--- config.mk ---
export PLATFORM = sky130hd
export DESIGN_NAME = icache_flush_ctrl
export DESIGN_NICKNAME = d
export VERILOG_FILES = /design/src/rtl/icache_ctrl_pkg.sv /design/src/rtl/icache_flush_walker.sv /design/src/rtl/icache_flush_ctrl.sv
export SDC_FILE = /design/constraint.sdc
export NUM_CORES = 1
export LEC_CHECK = 0
export CAP_MARGIN = 20
export CORE_MARGIN = 2
export CORE_UTILIZATION = 39
export DETAILED_ROUTE_END_ITERATION = 8
export PLACE_DENSITY = 0.7
export SLEW_MARGIN = 20
export SYNTH_ARGS = -nofsm -noshare
export SYNTH_HDL_FRONTEND = slang
export SYNTH_SLANG_ARGS = --single-unit
export TNS_END_PERCENT = 10
--- constraint.sdc ---
create_clock -name clk_i -period 3.7 [get_ports clk_i]
set_input_delay 1.11 -clock clk_i [delete_from_list [all_inputs] [get_ports clk_i]]
set_output_delay 1.11 -clock clk_i [all_outputs]
set_load 0.01 [all_outputs]
--- src/rtl/icache_ctrl_pkg.sv ---
// Shared types and defaults for the instruction-cache control blocks.
package icache_ctrl_pkg;

  localparam int DEFAULT_NUM_LINES = 256;

  typedef enum logic [1:0] {
    IDLE  = 2'd0,
    FLUSH = 2'd1,
    DONE  = 2'd2
  } flush_state_e;

endpackage : icache_ctrl_pkg

--- src/rtl/icache_flush_walker.sv ---
// Tag-line walk counter: restarts at 0 on start, advances on enable, wraps naturally.
module icache_flush_walker #(
  parameter int NUM_LINES = 256,
  parameter int IDX_W     = $clog2(NUM_LINES)
) (
  input  logic             clk_i,
  input  logic             rst_ni,
  input  logic             start,
  input  logic             enable,
  output logic [IDX_W-1:0] idx,
  output logic             last
);

  logic [IDX_W-1:0] idx_q;

  always_ff @(posedge clk_i or negedge rst_ni) begin
    if (!rst_ni) begin
      idx_q <= '0;
    end else if (start) begin
      idx_q <= '0;
    end else if (enable) begin
      idx_q <= idx_q + 1'b1;
    end
  end

  assign idx  = idx_q;
  assign last = (idx_q == IDX_W'(NUM_LINES - 1));

endmodule : icache_flush_walker

--- src/rtl/icache_flush_ctrl.sv ---
// Instruction-cache flush controller: whole-array valid-bit walk for two fetch ports plus single-line invalidates.
module icache_flush_ctrl
  import icache_ctrl_pkg::*;
#(
  parameter int NUM_LINES = DEFAULT_NUM_LINES,
  parameter int IDX_W     = $clog2(NUM_LINES)
) (
  input  logic             clk_i,
  input  logic             rst_ni,
  input  logic [1:0]       flush_req_i,
  output logic [1:0]       flush_ack_o,
  input  logic             inv_valid_i,
  input  logic [IDX_W-1:0] inv_idx_i,
  output logic             inv_ready_o,
  output logic             tag_wr_o,
  output logic [IDX_W-1:0] tag_idx_o,
  output logic             lookup_stall_o,
  output logic             busy_o
);

  flush_state_e     state_q;
  logic [1:0]       served_q;
  logic [IDX_W-1:0] walk_idx;
  logic             walk_last;
  logic             walk_start;
  logic             walk_enable;

  assign walk_start  = (state_q == IDLE) && (flush_req_i != 2'b00);
  assign walk_enable = (state_q == FLUSH);

  icache_flush_walker #(
    .NUM_LINES (NUM_LINES),
    .IDX_W     (IDX_W)
  ) u_walker (
    .clk_i  (clk_i),
    .rst_ni (rst_ni),
    .start  (walk_start),
    .enable (walk_enable),
    .idx    (walk_idx),
    .last   (walk_last)
  );

  // Requesters are only captured in IDLE; late arrivals wait for the next full walk.
  always_ff @(posedge clk_i or negedge rst_ni) begin
    if (!rst_ni) begin
      state_q  <= IDLE;
      served_q <= 2'b00;
    end else begin
      case (state_q)
        IDLE: begin
          if (flush_req_i != 2'b00) begin
            served_q <= flush_req_i;
            state_q  <= FLUSH;
          end
        end
        FLUSH: begin
          if (walk_last) begin
            state_q <= DONE;
          end
        end
        DONE: begin
          state_q <= IDLE;
        end
        default: begin
          state_q <= IDLE;
        end
      endcase
    end
  end

  assign inv_ready_o = (state_q == IDLE) && (flush_req_i == 2'b00);

  always_comb begin
    tag_wr_o  = 1'b0;
    tag_idx_o = '0;
    if (state_q == FLUSH) begin
      tag_wr_o  = 1'b1;
      tag_idx_o = walk_idx;
    end else if (inv_valid_i && inv_ready_o) begin
      tag_wr_o  = 1'b1;
      tag_idx_o = inv_idx_i;
    end
  end

  assign flush_ack_o    = (state_q == DONE) ? served_q : 2'b00;
  assign lookup_stall_o = (state_q != IDLE);
  assign busy_o         = (state_q != IDLE);

endmodule : icache_flush_ctrl

# [Yosys cells after proc, flatten, opt, wreduce, memory -nomap -nowiden]
# Index checks and enable logic that the tools add are counted.
[totals] register_bits=12 latchBits=0 mem_bits_rw=0 romBits=0 in_bits=13 out_inout_bits=14 word_cells=29 n_memories=0
[op_classes] addsub=1 multipliers=0 div_mod_pow=0 magnitude_cmp=0 eq_ne=5 n_shift=0 n_mux=10 n_bitwise=0 reduce_logical=10
[ops] op="two-way mux 8 bit" n=4
[ops] op="adder 8 x 1 -> 8 bit, second input constant" n=1
[ops] op="== test 8 bit, second input constant" n=1
[ops] op="two-way mux 2 bit" n=3
[ops] op="nonzero test 2 bit" n=3
[ops] op="zero test 2 bit" n=2
[ops] op="case mux 2 bit (2 select lines)" n=1
[ops] op="AND reduction 2 bit" n=2
[ops] op="logical AND 1 bit" n=3
[ops] op="== test 2 x 1 -> 1 bit, second input constant" n=1
[ops] op="== test 2 bit, second input constant" n=1
[ops] op="two-way mux 1 bit" n=2
[ops] op="inequality test 2 x 1 -> 1 bit, second input constant" n=1
[ops] op="inequality test 2 bit, second input constant" n=1

# [Longest topological paths before layout]
[logic_depth] ltp_word=5 mapped_depth=4 depth_no_buf=4

# [Modules after synthesis]
# Synthesis repeated with hierarchy kept, for this count alone.
[unflattened] cells_unflattened=72 area_unflattened_um2=725.7
[modules_own_cells] module="icache_flush_walker" instances=1 cells_per_inst=39 area_per_inst_um2=396.6 seq_area_each_um2=200.2
[modules_own_cells] module="icache_flush_ctrl" instances=1 cells_per_inst=33 area_per_inst_um2=329.1 seq_area_each_um2=100.1

# [Worst setup path before layout]
# Ideal clock, no wire load.
[synth_timing] path_type="input-to-output" from="input port flush_req_i[1]" to="output port tag_idx_o[1]" arrival_ns=1.754 required_ns=2.590 path_slack_ns=0.836 path_stages=3 path_buffers=0 path_cell_list="nor2_2 -> and3_1 -> a22o_1"
[synth_between] elab_chain_len=5
[synth_lines] item="start: declaration" line_no="icache_flush_ctrl.sv:10" text="input logic [1:0] flush_req_i,"
[synth_lines] item="zero test 2 bit" line_no="icache_flush_ctrl.sv:71" text="assign inv_ready_o = (state_q == IDLE) && (flush_req_i == 2'b00);"
[synth_lines] item="logical AND 1 bit" line_no="icache_flush_ctrl.sv:71"
[synth_lines] item="logical AND 1 bit" line_no="icache_flush_ctrl.sv:79" text="end else if (inv_valid_i && inv_ready_o) begin"
[synth_lines] item="two-way mux 8 bit" line_no="icache_flush_ctrl.sv:79"
[synth_lines] item="two-way mux 8 bit" line_no="icache_flush_ctrl.sv:76" text="if (state_q == FLUSH) begin"
[synth_lines] item="end: declaration" line_no="icache_flush_ctrl.sv:16" text="output logic [IDX_W-1:0] tag_idx_o,"
# Every way passes these cells.

# [Worst setup path in the final report]
[layout_timing] from="input port flush_req_i[1]" to="output port tag_wr_o"
[layout_between] elab_chain_len=5
[layout_lines] item="zero test 2 bit" line_no="icache_flush_ctrl.sv:71"
[layout_lines] item="logical AND 1 bit" line_no="icache_flush_ctrl.sv:71"
[layout_lines] item="logical AND 1 bit" line_no="icache_flush_ctrl.sv:79"
[layout_lines] item="two-way mux 1 bit" line_no="icache_flush_ctrl.sv:79"
[layout_lines] item="two-way mux 1 bit" line_no="icache_flush_ctrl.sv:76"
[layout_lines] item="end: declaration" line_no="icache_flush_ctrl.sv:15" text="output logic tag_wr_o,"
# Every way passes these cells.

==> impl_metrics.toml <==
[synthesis]
synth_cell_types = 31
yosys_warnings = 0
synth_edf_count = 0
syn-cell-area_um2 = 724
post-synth-top-count-cell = "dfrtp_1"
syn_avg_cell_area_um2 = 9.53
synthTopCellsByCount = "12 x dfrtp_1, 10 x nand2_1, 7 x a22o_1"
netlist_instances = 76
ys_seq_area_share_pct = 41.5
synth.area.top_cells = "dfrtp_1 41%, a22o_1 8.5%, nand2_1 5.2%"
synth.top_cell.area_share_pct = 41.5
ys_ff_latch = 12
yosys.area.top_type = "dfrtp_1"
yosys_most_used_dff = "dfrtp_1"
syn-num-nets = 90
ys_async_sr_fraction_pct = 100

[floorplan]
core_area_mm2 = 0.00175
io_pins = 27
dieArea_mm2 = 0.00222
initial_utilization_pct = 41.5
rows = 15
die_h_um = 47.1
die_w_um = 47.1

[layout]
area_growth_pct = 44.6
layout.nets = 121
drive_gt1_share_pct = 12.3
num_antenna_cells = 0

[global_route]
grt_pass1_vias = 646
globalRouteOverflowTotal = 0
grt_max_degree = 15
grt_pass1_wl_um = 2850
antenna_found_initial = 0
grt_usage_pct = 18.6

[timing]
finalHoldViolCount = 0
hold_slack_ns = 0.500
clock.fmax_mhz = 274
worst_slew_pin_slew_ns = 0.568
setup_viol = 0
rsz0062_at_grt = "no"
fin_crit_ns = 3.65
min_period_over_period_pct = 98.6
finalClockSkew_ns = 0.00104
maxSlewViolCount = 0
max_slew_margin_pct = 62.0

[worst_setup_path]
r2r_cells = 4
required_ns = 2.59
worstSetupPathType = "input pin to primary output"
end_kind = "primary output"
cp-start-kind = "input pin"
worst_ep_arrival_time_ns = 2.54
path_max_fanout = 4

[routing]
drc_errors = 0
drt_iter0_markers = 13
vias_per_cell = 5.42
dr.pass1.iters = 4
vias = 710
wirelength_um = 1850
avgRoutedWirePerCell_um = 14.1
ant_nets = 0

[power_and_ir_drop]
p_sw_share_pct = 35.8
leakagePower_uw = 0.000498
power_uw = 522
power.density_mw_per_mm2 = 499
peakVddDrop_v = 0.000252
p_switching_uw = 187
clkPwrFrac_pct = 20.8
p_int_uw = 335
power_frac_seq_pct = 41.1
power_frac_comb_pct = 38.1

[place]
port_buffers = 26
dpl.hpwl_um = 1340
gp_congestion = 0.837

[clocking]
cts_root_buf = "clkbuf_4"
numCtsBuffers = 3
cts_max_path_buffers = 2
path_clk_slew_ns = 0.08
cts_tree = "done"
htreeDepth = 1
clkSinkCount = 12
clk_latency_ns = 0.28

[job]
drv_cap = 0

[outcome]
status = "finished clean"

[hold_path]
holdCritPathClass = "flop to flop"
hold_depth = 1
logic make-up after synthesis:
logic type	after synthesis	share of synthesized area, %
AOI/OAI and AO/OA	27	25.9
adders and majority gates	1	1.73
buffers and inverters	5	4.14
and+or+nand+nor	28	22.6
muxes	3	4.15
DFF	12	41.5
state kept, by name (all words and copies together), names as in the netlist:
| register | cells |
|---|---|
| state_q | 2 |
| served_q | 2 |
| u_walker.idx | 8 |
layer usage:
metal  share of wire (%)  vias to the layer above  global-route usage [%]  wire, µm
li1                    -                      350                       -         -
met1                  50                      337                    26.5       922
met2                  44                       21                    27.7       811
met3                 5.4                        2                    4.23       100
met4                0.65                        0                    6.67        12
met5                   0                        -                       0         0
cell type report:
cell class / instances / area (µm²)
repair buffers: 29 / 273
flip-flops and latches: 12 / 300
clock buffers: 4 / 36.3
inverters: 2 / 7.51
well taps: 25 / 31.3
multi-input cells: 59 / 399
fillers: 171 / 698
timing repair:
item / 4_1_cts / 5_1_grt
setup buffers: 0 / 0
hold buffers: 0 / 0
gates resized for setup: 10 / 0
setup endpoints to repair: 8 / 0
placed cells by master, fill, tap and decap left out, types with 2 or more instances in the layout:
| cell | synthesis | layout |
|---|---|---|
| a22o_1 | 7 | 7 |
| a31oi_1 | 4 | 4 |
| o21ai_0 | 5 | 5 |
| and3b_1 | 2 | 2 |
| a21oi_1 | 3 | 3 |
| and4_1 | 2 | 2 |
| nor2_2 | 2 | 2 |
| buf_4 | 3 | 3 |
| clkdlybuf4s50_1 | 0 | 18 |
| nand3_1 | 2 | 2 |
| dfrtp_1 | 12 | 12 |
| nand2_1 | 10 | 10 |
| mux2i_1 | 3 | 3 |
| a21o_1 | 2 | 2 |
| clkbuf_4 | 0 | 3 |
| dlygate4sd2_1 | 0 | 8 |
power by group through the flow:
stage          registers (µW)  logic [µW]  clock network (µW)
2_1_floorplan             203         128                   0
6_report                  215         199                 109
3_5_place_dp              215         221                   0
3_3_place_gp              214         218                   0
5_1_grt                   223         222                 116
4_1_cts                   213         201                 111
worst max-delay path, stage by stage:
cell and delay (ns):
clkdlybuf4s50_1 0.46, nor3b_1 0.23, o21bai_1 0.14, inv_1 0.07, clkdlybuf4s50_1 0.52
through the flow:
| stage | TNS, ns | instance area (µm²) | util [%] | setup slack [ns] | std cells |
|---|---|---|---|---|---|
| 6_report | 0 | 1050 | 60.0 | 0.0536 | 131 |
| 4_1_cts | 0 | 1050 | 60.0 | 0.0579 | 131 |
| 3_5_place_dp | -0.516 | 1020 | 58.2 | -0.0960 | 127 |
| 3_3_place_gp | -0.434 | 1020 | 58.2 | -0.0870 | 127 |
| 5_1_grt | 0 | 1050 | 60.0 | 0.0127 | 131 |
| 2_1_floorplan | 0 | 724 | - | 0.836 | 76 |
worst paths after layout:
path / from / endpoint / slack (ns)
worst max-delay path: flush_req_i[1] / tag_wr_o / 0.05
worst min-delay path: served_q[1] / served_q[1] / 0.50
worst max register to register: state_q[1] / u_walker.idx[3] / 2.38
worst min register to register: served_q[1] / served_q[1] / 0.50
max in group asynchronous: rst_ni / u_walker.idx[3] / 2.14
min in group asynchronous: rst_ni / u_walker.idx[7] / 1.19
No activity file was read; power rests on OpenSTA's default activity.
